**src/rtl/direction_control_multi_if.sv**
```systemverilog
// Sensor inputs, travel sense and motor/state outputs of direction_control_multi.
// The bench drives through master; the controller attaches as slave.
interface direction_control_multi_if #(
    parameter int N_SENSORS = 3
);
    logic [N_SENSORS-1:0] rs;
    logic [N_SENSORS-1:0] ls;
    logic                 direction;
    logic [3:0]           DIR;
    logic [2:0]           state;
    logic                 blocked;

    modport master (
        output rs, ls, direction,
        input  DIR, state, blocked
    );

    modport slave (
        input  rs, ls, direction,
        output DIR, state, blocked
    );
endinterface

```
**src/rtl/direction_control_multi.sv**
```systemverilog
// Obstacle-avoidance wheel controller: sync + debounce per sensor, steering FSM, registered DIR.
// Raw-to-DIR latency DEBOUNCE_CYCLES+3 edges; no backpressure. DIRCTL_BACKOFF_EN adds BACKOFF/SPIN recovery.
module direction_control_multi #(
    parameter int N_SENSORS       = 3,
    parameter int DEBOUNCE_CYCLES = 125000,
    parameter int BACKOFF_CYCLES  = 250000,
    parameter int SPIN_CYCLES     = 250000
) (
    input logic                      clk,
    input logic                      rst,
    direction_control_multi_if.slave bus
);
    localparam int NB  = 2 * N_SENSORS;
    localparam int DBW = (DEBOUNCE_CYCLES > 1) ? $clog2(DEBOUNCE_CYCLES) : 1;
    localparam logic [DBW-1:0] DB_LAST = DBW'(DEBOUNCE_CYCLES - 1);

    typedef enum logic [2:0] {
        CRUISE  = 3'd0,
        TURN_L  = 3'd1,
        TURN_R  = 3'd2,
        BLOCKED = 3'd3,
        BACKOFF = 3'd4,
        SPIN    = 3'd5,
        STOP    = 3'd6
    } state_t;

    // Upper half carries the left sensors, lower half the right sensors.
    logic [NB-1:0]  raw;
    logic [NB-1:0]  sync1;
    logic [NB-1:0]  sync2;
    logic [NB-1:0]  filt;
    logic [DBW-1:0] db_cnt [NB];
    logic           l_obs;
    logic           r_obs;

    state_t cur;
    state_t nxt;

    assign raw = {bus.ls, bus.rs};

    always_ff @(posedge clk or negedge rst) begin
        if (!rst) begin
            sync1 <= '0;
            sync2 <= '0;
        end else begin
            sync1 <= raw;
            sync2 <= sync1;
        end
    end

    // A bit only flips after DEBOUNCE_CYCLES consecutive disagreeing samples.
    always_ff @(posedge clk or negedge rst) begin
        if (!rst) begin
            filt <= '0;
            for (int i = 0; i < NB; i++) begin
                db_cnt[i] <= '0;
            end
        end else begin
            for (int i = 0; i < NB; i++) begin
                if (sync2[i] == filt[i]) begin
                    db_cnt[i] <= '0;
                end else if (db_cnt[i] == DB_LAST) begin
                    filt[i]   <= sync2[i];
                    db_cnt[i] <= '0;
                end else begin
                    db_cnt[i] <= db_cnt[i] + 1'b1;
                end
            end
        end
    end

    assign l_obs = |filt[NB-1:N_SENSORS];
    assign r_obs = |filt[N_SENSORS-1:0];

`ifdef DIRCTL_BACKOFF_EN
    localparam int PHASE_MAX = (BACKOFF_CYCLES > SPIN_CYCLES) ? BACKOFF_CYCLES : SPIN_CYCLES;
    localparam int PW        = (PHASE_MAX > 1) ? $clog2(PHASE_MAX) : 1;
    localparam logic [PW-1:0] PHASE_SAT    = PW'(PHASE_MAX - 1);
    localparam logic [PW-1:0] BACKOFF_LAST = PW'(BACKOFF_CYCLES - 1);
    localparam logic [PW-1:0] SPIN_LAST    = PW'(SPIN_CYCLES - 1);

    logic [PW-1:0] phase;

    // Cleared on every state change, saturates instead of wrapping.
    always_ff @(posedge clk or negedge rst) begin
        if (!rst) begin
            phase <= '0;
        end else if (nxt != cur) begin
            phase <= '0;
        end else if (phase != PHASE_SAT) begin
            phase <= phase + 1'b1;
        end
    end
`else
    logic unused_cfg;
    assign unused_cfg = ^{BACKOFF_CYCLES, SPIN_CYCLES};
`endif

    function automatic state_t steer(input logic l, input logic r);
        state_t s;
        case ({l, r})
            2'b00:   s = CRUISE;
            2'b10:   s = TURN_R;
            2'b01:   s = TURN_L;
            default: s = BLOCKED;
        endcase
        return s;
    endfunction

    function automatic logic [3:0] dir_code(input state_t s, input logic rev);
        logic [3:0] d;
        d = 4'b0000;
        case (s)
            CRUISE:  d = rev ? 4'b0101 : 4'b1010;
            TURN_R:  d = rev ? 4'b0100 : 4'b1000;
            TURN_L:  d = rev ? 4'b0001 : 4'b0010;
`ifdef DIRCTL_BACKOFF_EN
            BACKOFF: d = rev ? 4'b1010 : 4'b0101;
            SPIN:    d = rev ? 4'b0110 : 4'b1001;
`endif
            default: d = 4'b0000;
        endcase
        return d;
    endfunction

    always_comb begin
        nxt = cur;
        case (cur)
            CRUISE, TURN_L, TURN_R: nxt = steer(l_obs, r_obs);
`ifdef DIRCTL_BACKOFF_EN
            BLOCKED: nxt = BACKOFF;
            BACKOFF: if (phase == BACKOFF_LAST) nxt = SPIN;
            SPIN:    if (phase == SPIN_LAST) nxt = CRUISE;
`else
            BLOCKED: nxt = STOP;
`endif
            STOP:    if (!l_obs && !r_obs) nxt = CRUISE;
            default: nxt = CRUISE;
        endcase
    end

    // DIR is built from the next state so it moves on the same edge as state.
    always_ff @(posedge clk or negedge rst) begin
        if (!rst) begin
            cur         <= CRUISE;
            bus.DIR     <= 4'b0000;
            bus.blocked <= 1'b0;
        end else begin
            cur         <= nxt;
            bus.DIR     <= dir_code(nxt, bus.direction);
            bus.blocked <= (nxt == BLOCKED) && (cur != BLOCKED);
        end
    end

    assign bus.state = cur;

endmodule

```
**src/flat_wrapper.sv**
```systemverilog
// flat-port wrapper written by rule: the top's interface ports become plain ports
module direction_control_multi_flat 
#(
    parameter int N_SENSORS       = 3,
    parameter int DEBOUNCE_CYCLES = 125000,
    parameter int BACKOFF_CYCLES  = 250000,
    parameter int SPIN_CYCLES     = 250000
)
  (clk, rst, bus_rs, bus_ls, bus_direction, bus_DIR, bus_state, bus_blocked);
  direction_control_multi_if #(.N_SENSORS(N_SENSORS)) bus_i ();
  input logic clk;
  input logic rst;
  input wire logic [$bits(bus_i.rs)-1:0] bus_rs;
  input wire logic [$bits(bus_i.ls)-1:0] bus_ls;
  input wire logic [$bits(bus_i.direction)-1:0] bus_direction;
  output wire logic [$bits(bus_i.DIR)-1:0] bus_DIR;
  output wire logic [$bits(bus_i.state)-1:0] bus_state;
  output wire logic [$bits(bus_i.blocked)-1:0] bus_blocked;
  assign bus_i.rs = bus_rs;
  assign bus_i.ls = bus_ls;
  assign bus_i.direction = bus_direction;
  assign bus_DIR = bus_i.DIR;
  assign bus_state = bus_i.state;
  assign bus_blocked = bus_i.blocked;
  direction_control_multi #(.N_SENSORS(N_SENSORS), .DEBOUNCE_CYCLES(DEBOUNCE_CYCLES), .BACKOFF_CYCLES(BACKOFF_CYCLES), .SPIN_CYCLES(SPIN_CYCLES)) u_core (.clk(clk), .rst(rst), .bus(bus_i));
endmodule
```
**config.mk**
```make
export PLATFORM = sky130hd
export DESIGN_NAME = direction_control_multi_flat
export DESIGN_NICKNAME = d
export VERILOG_FILES = /design/src/rtl/direction_control_multi_if.sv /design/src/rtl/direction_control_multi.sv /design/src/flat_wrapper.sv
export SDC_FILE = /design/constraint.sdc
export NUM_CORES = 1
export LEC_CHECK = 0
export ABC_AREA = 0
export CAP_MARGIN = 20
export CELL_PAD_IN_SITES_DETAIL_PLACEMENT = 0
export CELL_PAD_IN_SITES_GLOBAL_PLACEMENT = 1
export CORE_ASPECT_RATIO = 0.7
export CORE_MARGIN = 5
export CORE_UTILIZATION = 45
export CTS_CLUSTER_SIZE = 10
export DETAILED_ROUTE_END_ITERATION = 10
export GPL_TIMING_DRIVEN = 0
export PLACE_DENSITY_LB_ADDON = 0.1
export SYNTH_ARGS = -nofsm -noshare
export SYNTH_HDL_FRONTEND = slang
export SYNTH_SLANG_ARGS = --single-unit
```
**constraint.sdc**
```tcl
create_clock -name clk -period 5.25 [get_ports clk]
set_clock_uncertainty 0.2 [all_clocks]
set_input_delay 1.05 -clock clk [delete_from_list [all_inputs] [get_ports clk]]
set_output_delay 1.05 -clock clk [all_outputs]
set_load 0.01 [all_outputs]
```
==> key figures <==
Setup path
  – Worst path top cell family by delay: buffers and inverters
  – WP buf/inv: 1
  – CP Class: register to output port
  – CP max-delay cell: clkdlybuf4s50_1
  – Startpoint types: register
  – Crit. End Element: output port
  – Required time of the worst setup path: 4000 ps
  – Critical Path AT: 1450 ps
  – CP Cell Sequence: clkdlybuf4s50_1
  – Max stage delay on crit path: 620 ps
  – Crit path from: u_core.bus.state[2]
  – Crit-path max FO: 7
  – Reg2Reg Launch Point: u_core.db_cnt[85]

Drt
  – DRT antenna net count: 0
  – TritonRoute pass-1 iters: 4
  – Via count: 4315
  – DRC viols: 0
  – Final wirelength: 11.58 mm
  – Wirelength per Cell: 14.64 um
  – Iteration-0 DRC Markers: 276
  – Avg Vias per Cell: 5.455

Cells and area
  – Fin area: 6868 um^2
  – FILL cells: 1166
  – # diodes: 0
  – Synth-to-layout area growth: 15.58%
  – Most frequent cells in the layout: 128 x dfrtp_1, 93 x nor2_1, 50 x xnor2_1
  – Most common cell after layout, fill and taps aside: dfrtp_1
  – Share of cells above drive strength 1: 7.680%
  – Layout Nets: 629
  – Core Util, Final: 52.63%

Synthesis
  – Synthesized area: 5942 um^2
  – Synthesized net count: 593
  – Gate Count Post-Synth: 578
  – Unique masters post-synth: 39
  – Register area share after synthesis: 53.91%
  – #FFs+latches synth: 128
  – Synth warn: 0
  – Mapped Avg Cell Area: 10.28 um^2

Floorplanning
  – DIE WIDTH: 147.3 um
  – Core area: 13050 um^2
  – Die height: 106.1 um
  – Die ar.: 15640 um^2
  – # IOs: 17
  – Std cell rows: 35
  – Initial Util: 45.53%

Global routing
  – Total track usage: 16.00%
  – First-pass GRT wire length: 20.27 mm
  – Grt ovf: 0
  – Initial antenna violation count: 0
  – Vias in the first global route: 4127
  – Pin count of the biggest net entering global routing: 67

Placement
  – Number of port buffers: 16
  – GP Congestion: 0.7784
  – Post-DP HPWL: 7.792 mm
  – Placed cell area: 6339 um^2

STA
  – Hold Fails Final Rpt: 0
  – Slew Limit Headroom: 59.65%
  – Finish-stage setup viols: 0
  – Slew at the pin closest to its max-slew limit: 599.7 ps
  – Tmin final: 2703 ps
  – Fmax: 0.3699 GHz
  – Hold_ws: 145.0 ps
  – RSZ-0062 raised after global routing: false
  – Max-slew violation count: 0
  – Ratio of final minimum period to clock period: 51.49%

Clock network
  – Root Buffer: clkbuf_16
  – Clk sinks: 128
  – Postcts setup bufs: 0
  – CTS tree: done
  – Gates resized, CTS repair: 0
  – Max H-tree Level: 4
  – Clock transition at the registers of the reported paths: 50 ps
  – Cts bufs inserted: 17
  – CTS Buffer Depth: 2
  – CTS Hold Bufs: 0
  – Later-pin clock latency in the skew report: 400 ps

Power
  – Leak: 0.002796 uW
  – Worst vdd ir: 0.1943 mV
  – Total power: 2157 uW
  – Pwr dens: 314.1 nW/um^2

Hold path
  – Min-delay worst type: register to register
  – Hold_sp: u_core.sync1[1]

Run status
  – Run status: finished, final reports clean

Job
  – Max-cap violations: 0
## report_power, final
group	switching, uW	total, uW	internal (uW)
sequential	13.3	1020	1010
combinational	46.4	71.8	25.4
clock	403	1070	664
## logic make-up after synthesis
kind of cell / Yosys count / share of synthesized area (%)
compound gates: 48 / 4.928
flops: 128 / 53.91
mux: 6 / 1.200
simple gates: 288 / 25.50
xor+xnor: 78 / 11.50
buf+inv: 24 / 1.706
fa+ha+maj: 6 / 1.263
## area by class of cell
cell class | count | area (um^2) | area share [%]
clock buffer | 22 | 464.2 | 6.759
sequential | 128 | 3203 | 46.64
inverter | 12 | 45.04 | 0.6559
buffer | 12 | 56.30 | 0.8198
tap | 166 | 207.7 | 3.024
timing repair buffer | 17 | 188.9 | 2.751
clock inverter | 8 | 65.06 | 0.9473
multi-input combinational | 426 | 2638 | 38.40
## synth_stat cells
cell | number | area (um^2)
and2_1 | 2 | 12.51
nand4bb_2 | 1 | 16.27
nand2b_1 | 2 | 12.51
or2_2 | 3 | 18.77
o21ai_0 | 4 | 20.02
mux2_4 | 1 | 15.01
nor2b_1 | 2 | 12.51
mux2_2 | 5 | 56.30
buf_2 | 3 | 15.01
a21oi_1 | 22 | 110.1
xnor2_1 | 50 | 437.9
o21a_1 | 1 | 7.510
nand2_1 | 31 | 116.4
or3_1 | 8 | 50.05
xor2_1 | 28 | 245.2
ha_1 | 6 | 75.07
or4_1 | 14 | 105.1
nand2_4 | 1 | 11.26
nand4bb_1 | 1 | 11.26
o21ai_1 | 2 | 10.01
or4_4 | 1 | 11.26
clkbuf_1 | 8 | 30.03
buf_6 | 1 | 11.26
nand4_1 | 23 | 143.9
and3_1 | 14 | 87.58
o31ai_1 | 15 | 112.6
nor2_1 | 93 | 349.1
and3_2 | 1 | 7.510
a211oi_1 | 2 | 15.01
nor3_1 | 17 | 85.08
nor4_1 | 20 | 125.1
and3b_1 | 1 | 8.760
inv_1 | 12 | 45.04
a31o_2 | 2 | 17.52
nor4bb_1 | 7 | 70.07
nor4b_1 | 2 | 17.52
and4_1 | 6 | 52.55
dfrtp_1 | 128 | 3203
nand3_1 | 38 | 190.2
## worst paths after layout
check	endpoint	slack (ps)	depth (start not counted)
max in group asynchronous	u_core.db_cnt[37]	3700	2
max reg2reg	u_core.db_cnt[97]	2830	6
max	bus_state[2]	2550	1
min	u_core.sync2[1]	150	0
min reg2reg	u_core.sync2[1]	150	0
min in group asynchronous	u_core.db_cnt[78]	430	1
## stage by stage
step,setup slack [ps],instances,TNS [ps]
6_report,2547,791,0
5_1_grt,2466,791,0
4_1_cts,2503,791,0
3_5_place_dp,2827,761,0
3_3_place_gp,-2168,760,-276010
2_1_floorplan,3188,578,0
## per-layer routing
metal | routed length, um | up-vias | global-route usage (%)
li1 | - | 2130 | -
met1 | 6207 | 2119 | 24.12
met2 | 4930 | 53 | 22.77
met3 | 360 | 13 | 4.218
met4 | 81 | 0 | 4.322
met5 | 0 | - | 0
## registers in the layout, summed over array words and instances (netlist names)
| name | count |
|---|---|
| u_core.db_cnt | 102 |
| u_core.filt | 6 |
| u_core.sync1 | 6 |
| u_core.sync2 | 6 |
| u_core.bus.DIR | 4 |
| u_core.bus.state | 3 |
| u_core.bus.blocked | 1 |
Power figures use the tool's default switching activity.
